$ cat src/rtl/hazard_unit_pkg.sv
// rtl/hazard_unit_pkg.sv - shared state encoding and constants for the ID-stage hazard unit
package hazard_unit_pkg;

  typedef enum logic [1:0] {
    S_RUN     = 2'd0,
    S_LOADUSE = 2'd1,
    S_JRWAIT  = 2'd2
  } state_t;

  localparam int REG_ZERO    = 0;
  localparam int BUB_CNT_W   = 2;

endpackage

$ cat src/rtl/hazard_unit_if.sv
// rtl/hazard_unit_if.sv - pipeline-side bundle between the datapath and the hazard unit
interface hazard_unit_if #(
  parameter int REG_ADDR_W = 5,
  parameter int CNT_W      = 16
);
  logic [REG_ADDR_W-1:0] id_rs;
  logic [REG_ADDR_W-1:0] id_rt;
  logic                  id_uses_rt;
  logic                  id_j;
  logic                  id_jr;
  logic                  ex_memRead;
  logic                  ex_regWrite;
  logic [REG_ADDR_W-1:0] ex_dst;
  logic                  mem_memRead;
  logic [REG_ADDR_W-1:0] mem_dst;
  logic                  branch_taken;
  logic                  clr_counts;
  logic                  stall;
  logic                  pc_write;
  logic                  ifid_write;
  logic                  flush_ifid;
  logic                  flush_idex;
  logic                  flush_exmem;
  logic [CNT_W-1:0]      stall_cycles;
  logic [CNT_W-1:0]      flush_events;

  modport master (
    output id_rs, id_rt, id_uses_rt, id_j, id_jr, ex_memRead, ex_regWrite, ex_dst,
           mem_memRead, mem_dst, branch_taken, clr_counts,
    input  stall, pc_write, ifid_write, flush_ifid, flush_idex, flush_exmem,
           stall_cycles, flush_events
  );

  modport slave (
    input  id_rs, id_rt, id_uses_rt, id_j, id_jr, ex_memRead, ex_regWrite, ex_dst,
           mem_memRead, mem_dst, branch_taken, clr_counts,
    output stall, pc_write, ifid_write, flush_ifid, flush_idex, flush_exmem,
           stall_cycles, flush_events
  );
endinterface

$ cat src/rtl/hazard_unit_sat_counter.sv
// rtl/hazard_unit_sat_counter.sv - saturating event counter with synchronous clear
module sat_counter #(
  parameter int CNT_W = 16
) (
  input  logic             clk,
  input  logic             reset,
  input  logic             inc,
  input  logic             clr,
  output logic [CNT_W-1:0] q
);

  always_ff @(posedge clk) begin
    if (reset) begin
      q <= '0;
    end else if (clr) begin
      q <= '0;
    end else if (inc && (q != {CNT_W{1'b1}})) begin
      q <= q + 1'b1;
    end
  end

endmodule

$ cat src/rtl/hazard_unit.sv
// rtl/hazard_unit.sv - load-use / jr hazard stall and control-flow flush controller
module hazard_unit
  import hazard_unit_pkg::*;
#(
  parameter int REG_ADDR_W      = 5,
  parameter int LOADUSE_BUBBLES = 1,
  parameter int CNT_W           = 16
) (
  input  logic        clk,
  input  logic        reset,
  hazard_unit_if.slave hu
);

  localparam logic [BUB_CNT_W-1:0] LU_LOAD = BUB_CNT_W'(LOADUSE_BUBBLES - 1);
  localparam logic [REG_ADDR_W-1:0] RZ     = REG_ADDR_W'(REG_ZERO);

  state_t               state, next_state;
  logic [BUB_CNT_W-1:0] bub_cnt, next_cnt;
  logic                 lu, jh, hz_bubble, redirect;

  // Register 0 is hardwired, so a write to it never creates a dependency.
  function automatic logic dep(input logic [REG_ADDR_W-1:0] dst, input logic [REG_ADDR_W-1:0] src);
    return (dst != RZ) && (dst == src);
  endfunction

  assign lu = hu.ex_memRead & (dep(hu.ex_dst, hu.id_rs) | (hu.id_uses_rt & dep(hu.ex_dst, hu.id_rt)));
  assign jh = hu.id_jr & ((hu.ex_regWrite & dep(hu.ex_dst, hu.id_rs)) |
                          (hu.mem_memRead & dep(hu.mem_dst, hu.id_rs)));

  always_comb begin
    hu.stall       = 1'b1;
    hu.pc_write    = 1'b1;
    hu.ifid_write  = 1'b1;
    hu.flush_ifid  = 1'b0;
    hu.flush_idex  = 1'b0;
    hu.flush_exmem = 1'b0;
    next_state     = state;
    next_cnt       = bub_cnt;
    hz_bubble      = 1'b0;
    redirect       = 1'b0;
    if (hu.branch_taken) begin
      hu.flush_ifid  = 1'b1;
      hu.flush_idex  = 1'b1;
      hu.flush_exmem = 1'b1;
      hu.stall       = 1'b0;
      next_state     = S_RUN;
      next_cnt       = '0;
      redirect       = 1'b1;
    end else begin
      case (state)
        S_RUN: begin
          if (lu) begin
            hu.stall      = 1'b0;
            hu.pc_write   = 1'b0;
            hu.ifid_write = 1'b0;
            hz_bubble     = 1'b1;
            next_cnt      = LU_LOAD;
            next_state    = (LOADUSE_BUBBLES == 1) ? S_RUN : S_LOADUSE;
          end else if (jh) begin
            hu.stall      = 1'b0;
            hu.pc_write   = 1'b0;
            hu.ifid_write = 1'b0;
            hz_bubble     = 1'b1;
            next_state    = S_JRWAIT;
          end else if (hu.id_j || hu.id_jr) begin
            hu.flush_ifid = 1'b1;
            redirect      = 1'b1;
          end
        end
        S_LOADUSE: begin
          hu.stall      = 1'b0;
          hu.pc_write   = 1'b0;
          hu.ifid_write = 1'b0;
          hz_bubble     = 1'b1;
          next_cnt      = (bub_cnt != '0) ? bub_cnt - 1'b1 : '0;
          if (bub_cnt <= 1) next_state = S_RUN;
        end
        S_JRWAIT: begin
          if (jh) begin
            hu.stall      = 1'b0;
            hu.pc_write   = 1'b0;
            hu.ifid_write = 1'b0;
            hz_bubble     = 1'b1;
          end else begin
            hu.flush_ifid = 1'b1;
            redirect      = 1'b1;
            next_state    = S_RUN;
          end
        end
        default: next_state = S_RUN;
      endcase
    end
  end

  always_ff @(posedge clk) begin
    if (reset) begin
      state   <= S_RUN;
      bub_cnt <= '0;
    end else begin
      state   <= next_state;
      bub_cnt <= next_cnt;
    end
  end

  sat_counter #(.CNT_W(CNT_W)) u_stall_cnt (
    .clk   (clk),
    .reset (reset),
    .inc   (hz_bubble),
    .clr   (hu.clr_counts),
    .q     (hu.stall_cycles)
  );

  sat_counter #(.CNT_W(CNT_W)) u_flush_cnt (
    .clk   (clk),
    .reset (reset),
    .inc   (redirect),
    .clr   (hu.clr_counts),
    .q     (hu.flush_events)
  );

endmodule

$ cat src/flat_wrapper.sv
// flat-port wrapper written by rule: the top's interface ports become plain ports
module hazard_unit_flat import hazard_unit_pkg::*;
#(
  parameter int REG_ADDR_W      = 5,
  parameter int LOADUSE_BUBBLES = 1,
  parameter int CNT_W           = 16
)
  (clk, reset, hu_id_rs, hu_id_rt, hu_id_uses_rt, hu_id_j, hu_id_jr, hu_ex_memRead, hu_ex_regWrite, hu_ex_dst, hu_mem_memRead, hu_mem_dst, hu_branch_taken, hu_clr_counts, hu_stall, hu_pc_write, hu_ifid_write, hu_flush_ifid, hu_flush_idex, hu_flush_exmem, hu_stall_cycles, hu_flush_events);
  hazard_unit_if #(.REG_ADDR_W(REG_ADDR_W), .CNT_W(CNT_W)) hu_i ();
  input  logic clk;
  input  logic reset;
  input wire logic [$bits(hu_i.id_rs)-1:0] hu_id_rs;
  input wire logic [$bits(hu_i.id_rt)-1:0] hu_id_rt;
  input wire logic [$bits(hu_i.id_uses_rt)-1:0] hu_id_uses_rt;
  input wire logic [$bits(hu_i.id_j)-1:0] hu_id_j;
  input wire logic [$bits(hu_i.id_jr)-1:0] hu_id_jr;
  input wire logic [$bits(hu_i.ex_memRead)-1:0] hu_ex_memRead;
  input wire logic [$bits(hu_i.ex_regWrite)-1:0] hu_ex_regWrite;
  input wire logic [$bits(hu_i.ex_dst)-1:0] hu_ex_dst;
  input wire logic [$bits(hu_i.mem_memRead)-1:0] hu_mem_memRead;
  input wire logic [$bits(hu_i.mem_dst)-1:0] hu_mem_dst;
  input wire logic [$bits(hu_i.branch_taken)-1:0] hu_branch_taken;
  input wire logic [$bits(hu_i.clr_counts)-1:0] hu_clr_counts;
  output wire logic [$bits(hu_i.stall)-1:0] hu_stall;
  output wire logic [$bits(hu_i.pc_write)-1:0] hu_pc_write;
  output wire logic [$bits(hu_i.ifid_write)-1:0] hu_ifid_write;
  output wire logic [$bits(hu_i.flush_ifid)-1:0] hu_flush_ifid;
  output wire logic [$bits(hu_i.flush_idex)-1:0] hu_flush_idex;
  output wire logic [$bits(hu_i.flush_exmem)-1:0] hu_flush_exmem;
  output wire logic [$bits(hu_i.stall_cycles)-1:0] hu_stall_cycles;
  output wire logic [$bits(hu_i.flush_events)-1:0] hu_flush_events;
  assign hu_i.id_rs = hu_id_rs;
  assign hu_i.id_rt = hu_id_rt;
  assign hu_i.id_uses_rt = hu_id_uses_rt;
  assign hu_i.id_j = hu_id_j;
  assign hu_i.id_jr = hu_id_jr;
  assign hu_i.ex_memRead = hu_ex_memRead;
  assign hu_i.ex_regWrite = hu_ex_regWrite;
  assign hu_i.ex_dst = hu_ex_dst;
  assign hu_i.mem_memRead = hu_mem_memRead;
  assign hu_i.mem_dst = hu_mem_dst;
  assign hu_i.branch_taken = hu_branch_taken;
  assign hu_i.clr_counts = hu_clr_counts;
  assign hu_stall = hu_i.stall;
  assign hu_pc_write = hu_i.pc_write;
  assign hu_ifid_write = hu_i.ifid_write;
  assign hu_flush_ifid = hu_i.flush_ifid;
  assign hu_flush_idex = hu_i.flush_idex;
  assign hu_flush_exmem = hu_i.flush_exmem;
  assign hu_stall_cycles = hu_i.stall_cycles;
  assign hu_flush_events = hu_i.flush_events;
  hazard_unit #(.REG_ADDR_W(REG_ADDR_W), .LOADUSE_BUBBLES(LOADUSE_BUBBLES), .CNT_W(CNT_W)) u_core (.clk(clk), .reset(reset), .hu(hu_i));
endmodule
$ cat config.mk
export PLATFORM = sky130hd
export DESIGN_NAME = hazard_unit_flat
export DESIGN_NICKNAME = d
export VERILOG_FILES = /design/src/rtl/hazard_unit_pkg.sv /design/src/rtl/hazard_unit_if.sv /design/src/rtl/hazard_unit_sat_counter.sv /design/src/rtl/hazard_unit.sv /design/src/flat_wrapper.sv
export SDC_FILE = /design/constraint.sdc
export NUM_CORES = 1
export LEC_CHECK = 0
export CAP_MARGIN = 20
export CORE_ASPECT_RATIO = 2
export CORE_MARGIN = 1.5
export CORE_UTILIZATION = 35
export DETAILED_ROUTE_END_ITERATION = 8
export HOLD_SLACK_MARGIN = 0.03
export PLACE_DENSITY = 0.7
export SYNTH_ARGS = -nofsm -noshare
export SYNTH_HDL_FRONTEND = slang
export SYNTH_SLANG_ARGS = --single-unit
$ cat constraint.sdc
create_clock -name clk -period 3.8 [get_ports clk]
set_input_delay 0.76 -clock clk [delete_from_list [all_inputs] [get_ports clk]]
set_output_delay 0.76 -clock clk [all_outputs]
set_load 0.01 [all_outputs]
=== Word level (Yosys, flattened, before mapping) ===
Index checks and enable logic that the tools add are counted.

* Add/sub/neg operators: 3
* Order comparisons: 1
* Eq/ne operators: 11
* Mux-type cells: 23
* Bitwise gates (word level): 7
* Reductions and logical operators: 15

{| class="wikitable"
|+ Operator list
! operator !! count
|-
| adder 16 x 1 -> 16 bit, second input constant || 2
|-
| != test 16 bit, second input constant || 2
|-
| equality test 5 bit || 3
|-
| two-way mux 1 bit || 12
|-
| two-way mux 2 bit || 6
|-
| nonzero test 5 bit || 2
|-
| case mux 1 bit (3 select lines) || 2
|-
| case mux 2 bit (3 select lines) || 1
|-
| AND 1 bit || 5
|-
| logical AND 1 bit || 5
|-
| != test 2 x 1 -> 1 bit, second input constant || 2
|-
| case mux 2 bit (2 select lines) || 1
|-
| nonzero test 2 bit || 2
|-
| OR reduction 2 bit || 2
|-
| != test 3 x 1 -> 1 bit, second input constant || 1
|-
| AND reduction 3 bit || 1
|-
| equality test 2 x 1 -> 1 bit, second input constant || 1
|-
| equality test 2 bit, second input constant || 1
|-
| <= comparator 2 x 1 -> 1 bit, second input constant || 1
|-
| zero test 2 bit || 1
|-
| != test 2 bit, second input constant || 1
|-
| bitwise OR 1 bit || 2
|-
| case mux 1 bit (2 select lines) || 1
|-
| AND reduction 2 bit || 1
|-
| 2 further kinds || 2
|}

* Register bits after elaboration: 36
* Input bits: 30
* Word-level logic and storage cells: 64

=== Depth between registers and ports, before layout ===
* Word-level depth: 10
* Depth in mapped cells: 8
* Gate-level depth less buffers: 7

=== Cells and area by module ===
A second synthesis with hierarchy kept.

* Cell total of the unflattened synthesis: 248
* Area total of the unflattened synthesis: 2218.4 um^2

{| class="wikitable"
|+ Modules (own cells, without submodules)
! module !! times used !! cells each !! area each (um^2)
|-
| sat_counter || 2 || 102 || 917.1
|-
| hazard_unit || 1 || 44 || 384.1
|}

=== Worst setup path after synthesis ===
OpenSTA, ideal clock, no wires.

* Kind: input to output
* Start point: input port hu_ex_dst[1]
* End point: output port hu_pc_write
* Arrival: 2381 ps
* Data required time: 3040 ps
* Path slack: 659 ps
* Stages: 7
* Buffers on the path: 2
* Path through: or4_1 -> nor2_1 -> nor3b_1 -> a211oi_4 -> buf_2 -> or2_2 -> buf_4

* Longest elaborated chain between the ends: 9

{| class="wikitable"
|+ RTL lines
! item !! RTL line !! source
|-
| start, declared || flat_wrapper.sv:19 || <nowiki>input wire logic [$bits(hu_i.ex_dst)-1:0] hu_ex_dst;</nowiki>
|-
| equality test 5 bit or nonzero test 5 bit (tied branches) || hazard_unit.sv:23 || <nowiki>return (dst != RZ) && (dst == src);</nowiki>
|-
| logical AND 1 bit || hazard_unit.sv:23 ||
|-
| AND 1 bit || hazard_unit.sv:27 || <nowiki>assign jh = hu.id_jr & ((hu.ex_regWrite & dep(hu.ex_dst, hu.id_rs)) |</nowiki>
|-
| bitwise OR 1 bit || hazard_unit.sv:27 ||
|-
| AND 1 bit || hazard_unit.sv:27 ||
|-
| two-way mux 1 bit (2 in a row) || n/a ||
|-
| case mux 1 bit (3 select lines) * || n/a ||
|-
| two-way mux 1 bit * || n/a ||
|-
| end, declared || flat_wrapper.sv:25 || <nowiki>output wire logic [$bits(hu_i.pc_write)-1:0] hu_pc_write;</nowiki>
|}

Mark *: on every way between the ends. The rest lies on a longest branch, timed or not.

=== Final worst setup path ===
* Start point: input port hu_ex_dst[1]
* End point: output port hu_flush_ifid

* Longest elaborated chain between the ends: 9

{| class="wikitable"
|+ RTL lines
! item !! RTL line !! source
|-
| equality test 5 bit or nonzero test 5 bit (tied branches) || hazard_unit.sv:23 ||
|-
| logical AND 1 bit || hazard_unit.sv:23 ||
|-
| AND 1 bit || hazard_unit.sv:27 ||
|-
| bitwise OR 1 bit || hazard_unit.sv:27 ||
|-
| AND 1 bit || hazard_unit.sv:27 ||
|-
| two-way mux 1 bit || hazard_unit.sv:59 || <nowiki>end else if (jh) begin</nowiki>
|-
| two-way mux 1 bit || hazard_unit.sv:52 || <nowiki>if (lu) begin</nowiki>
|-
| case mux 1 bit (2 select lines) * || hazard_unit.sv:50 || <nowiki>case (state)</nowiki>
|-
| two-way mux 1 bit * || hazard_unit.sv:41 || <nowiki>if (hu.branch_taken) begin</nowiki>
|-
| end, declared || flat_wrapper.sv:27 || <nowiki>output wire logic [$bits(hu_i.flush_ifid)-1:0] hu_flush_ifid;</nowiki>
|}

Marked as above.

==> impl_metrics.csv <==
group,metric,value,unit
grt,first_global_vias,1924,
route,detail_route.iter0.violations,43,
sta,report.final.slew_viol_count,0,
synthesis,avgSynthCellArea,8.19,um2
synthesis,share_of_the_yosys_chip_area_belonging_to_registers,34.6,%
sta,fin_skew,0.0101,ns
power,pwr-share-comb,12.1,%
route,ant_nets,0,
run_status,outcome,"finished clean",
sta,layout_worst_path_cycle_share,98.3,%
synthesis,postSynthRegisterBits,33,
sta,setup_violations,0,
floorplan,number_of_ports_placed_on_the_die_boundary,68,
finish,final_design_area_no_fill,0.00287,mm2
power,power_report.internal_total,0.669,mW
power,total_leakage_power,1.02,nW
floorplan,floorplan.die.height,107,um
synthesis,netlist_area,0.00191,mm2
synthesis,synth.distinct_cells,45,
worst_setup_path,end_kind,"output port",
power,cellPowerDensity,297,mW/mm2
route,drtPass1Iterations,4,
cts,count_of_hold_fix_buffers_inserted_at_cts,0,
cts,tritoncts_num_sinks,33,
synthesis,mappedNetlistNets,265,
cts,ctsLongestPathBuffers,2,
worst_setup_path,critPathLaunch,"hu_ex_dst[1]",
synthesis,synthTopCellsByCount,"sky130_fd_sc_hd__dfxtp_1 (33), sky130_fd_sc_hd__nor2_1 (24), sky130_fd_sc_hd__nand2_1 (17)",
floorplan,die_area,0.00593,mm2
worst_setup_path,cp-start-kind,"input port",
synthesis,number_of_synthesized_flops_with_an_enable_pin,0,
power,p_sw_share,21.6,%
sta,worst_pin_slew,0.979,ns
finish,antennaDiodeCount,0,
grt,grt_first_pass_wirelength,8.33,mm
route,drt_drc_violations_left,0,
floorplan,die_wd,55.2,um
sta,maxClockFrequency,268,MHz
worst_setup_path,worst_ep_arrival_time,2.97,ns
cts,worst_skew_pair.late_latency,0.28,ns
sta,finalSetupTns,0,ns
worst_setup_path,critical_path_class,"input port to output port",
grt,grt_max_degree,27,
power,switching_power,0.184,mW
grt,global_route.overflow_total,0,
sta,tmin_final,3.73,ns
floorplan,start_util,36.8,%
synthesis,synthFlopType,"sky130_fd_sc_hd__dfxtp_1",
placed_design,io_buffers,67,
placed_design,dp_hpwl,3.94,mm
sta,hold_viol_final,0,
synthesis,synth_largest_area_cell,"sky130_fd_sc_hd__dfxtp_1",
cts,clock-root-buffer,"sky130_fd_sc_hd__clkbuf_8",
worst_setup_path,critPathMaxFanout,3,
finish,final_net_count,340,
grt,gr-usage-all-layers,17.1,%
finish,share_of_post_route_cells_with_drive_strength_above_1,12.3,%
cts,cts_max_level,2,
route,vias,1984,
placed_design,dpl_cell_area,0.00268,mm2
worst_setup_path,r2r_start,"u_core.u_stall_cnt.q[3]",
finish,area_growth_syn_to_layout,50.3,%
sta,worst_hold_slack,0.493,ns
cts,tritoncts.num_buffers,5,
cts,cts.clk_slew.worst_paths,0.07,ns
route,totalWireLength,5.26,mm
placed_design,place.gp.congestion,0.894,
synthesis,synth_most_common_cell,"sky130_fd_sc_hd__dfxtp_1",
job,max_capacitance_violation_total,0,
cts,cts_tree,"built",
power,pwr-share-seq,40.9,%
route,routedWlPerCell,14.3,um
hold_path,hold_path_startpoint,"u_core.u_stall_cnt.q[6]",
worst_setup_path,worstPathRequired,3.04,ns
power,clock_power_share,47.1,%
synthesis,syn-instance-count,233,
route,post_drt_via_cell_ratio,5.41,
synthesis,synth.yosys.warnings,0,
synthesis,synth_async_sr_flop_share,0,%
grt,antenna_violations_before_repair,0,
floorplan,core_area,0.00518,mm2
hold_path,holdCritPathClass,"flop to flop",
sta,slew_headroom,34.5,%
floorplan,row_count,37,
synthesis,yosys-top-cells-area,"sky130_fd_sc_hd__dfxtp_1 (35%), sky130_fd_sc_hd__xnor2_1 (6.4%), sky130_fd_sc_hd__nor2_1 (4.7%)",
power,max-vdd-ir-drop,0.000323,V
synthesis,synth.top_cell.area_share,34.6,%
[through the flow]
stage | util, % | std cells | power (mW) | setup slack (ns)
4_1_cts | 54.4 | 366 | 0.858 | 0.0428
3_5_place_dp | 51.7 | 358 | 0.455 | -0.00210
3_3_place_gp | 51.7 | 358 | 0.453 | 0.0188
2_1_floorplan | - | 233 | 0.398 | 0.659
6_report | 55.4 | 367 | 0.853 | 0.0657
5_1_grt | 55.4 | 367 | 0.883 | -0.0450
[power by group through the flow]
stage / sequential (mW) / clock, mW / combinational (mW)
after floorplan: 0.357 / 0 / 0.0409
after global placement: 0.357 / 0 / 0.0968
after detailed placement: 0.357 / 0 / 0.0979
after CTS: 0.349 / 0.411 / 0.0985
after global routing: 0.349 / 0.422 / 0.112
final: 0.349 / 0.402 / 0.103
[critical path, cell delays in order]
cell and delay [ns]:
sky130_fd_sc_hd__clkdlybuf4s50_1 0.44, sky130_fd_sc_hd__or4_4 0.56, sky130_fd_sc_hd__nor2_4 0.15, sky130_fd_sc_hd__nor3b_1 0.10, sky130_fd_sc_hd__a211oi_4 0.27, sky130_fd_sc_hd__o21bai_2 0.10, sky130_fd_sc_hd__inv_1 0.06, sky130_fd_sc_hd__clkdlybuf4s50_1 0.53
[layout by cell type, fill, tap and decap left out, types with 3 or more instances in the layout]
master	count
sky130_fd_sc_hd__a21oi_1	13
sky130_fd_sc_hd__a31o_2	3
sky130_fd_sc_hd__a31oi_1	3
sky130_fd_sc_hd__and2_1	3
sky130_fd_sc_hd__and3_1	3
sky130_fd_sc_hd__and4_1	3
sky130_fd_sc_hd__buf_4	12
sky130_fd_sc_hd__clkbuf_8	5
sky130_fd_sc_hd__clkdlybuf4s50_1	65
sky130_fd_sc_hd__dfxtp_1	33
sky130_fd_sc_hd__inv_1	8
sky130_fd_sc_hd__nand2_1	17
sky130_fd_sc_hd__nand3_1	15
sky130_fd_sc_hd__nand4_1	4
sky130_fd_sc_hd__nor2_1	23
sky130_fd_sc_hd__nor3_1	6
sky130_fd_sc_hd__nor4_1	6
sky130_fd_sc_hd__nor4_2	5
sky130_fd_sc_hd__o211ai_1	3
sky130_fd_sc_hd__o21ai_0	11
sky130_fd_sc_hd__or3_1	9
sky130_fd_sc_hd__xnor2_1	13
sky130_fd_sc_hd__xor2_1	9
[logic make-up after synthesis]
group / Yosys count / share of synthesized area (%)
XOR/XNOR: 23 / 10.6
AND/OR/NAND/NOR: 106 / 30.5
adder cells (fa/ha/maj): 2 / 1.31
multiplexers: 2 / 1.05
flip-flops: 33 / 34.6
AO/OA/AOI/OAI: 48 / 17.6
buffers and inverters: 19 / 4.46
[final cells by class]
| cell class | count | area (um2) |
|---|---|---|
| repair buffers | 79 | 766 |
| inverters | 8 | 30.0 |
| multi-input cells | 181 | 1200 |
| fillers | 479 | 2310 |
| well taps | 58 | 72.6 |
| clock inverters | 3 | 68.8 |
| flip-flops and latches | 33 | 661 |
| clock buffers | 5 | 68.8 |
[registers in the layout, summed over array words and instances, names as in the netlist]
signal                count
u_core.u_flush_cnt.q     16
u_core.u_stall_cnt.q     16
u_core.state              1
[final timing paths]
path,slack (ns),cells after the start,endpoint
setup / recovery,0.07,8,hu_flush_ifid
hold / removal,0.49,2,u_core.u_stall_cnt.q[6]
setup reg to reg,1.39,6,u_core.u_stall_cnt.q[11]
hold reg to reg,0.49,2,u_core.u_stall_cnt.q[6]
[routing by layer]
layer	wire length, um	track usage, %
met1	2010	17.5
met4	72	6.27
met2	2990	33.2
met3	190	3.00
met5	0	0
[what timing repair did]
action                     CTS  global route
setup endpoints to repair    1             4
pin swaps                    0             2
buffers inserted             0             1
gates resized for setup      1             8
No activity file was read; power rests on OpenSTA's default activity.
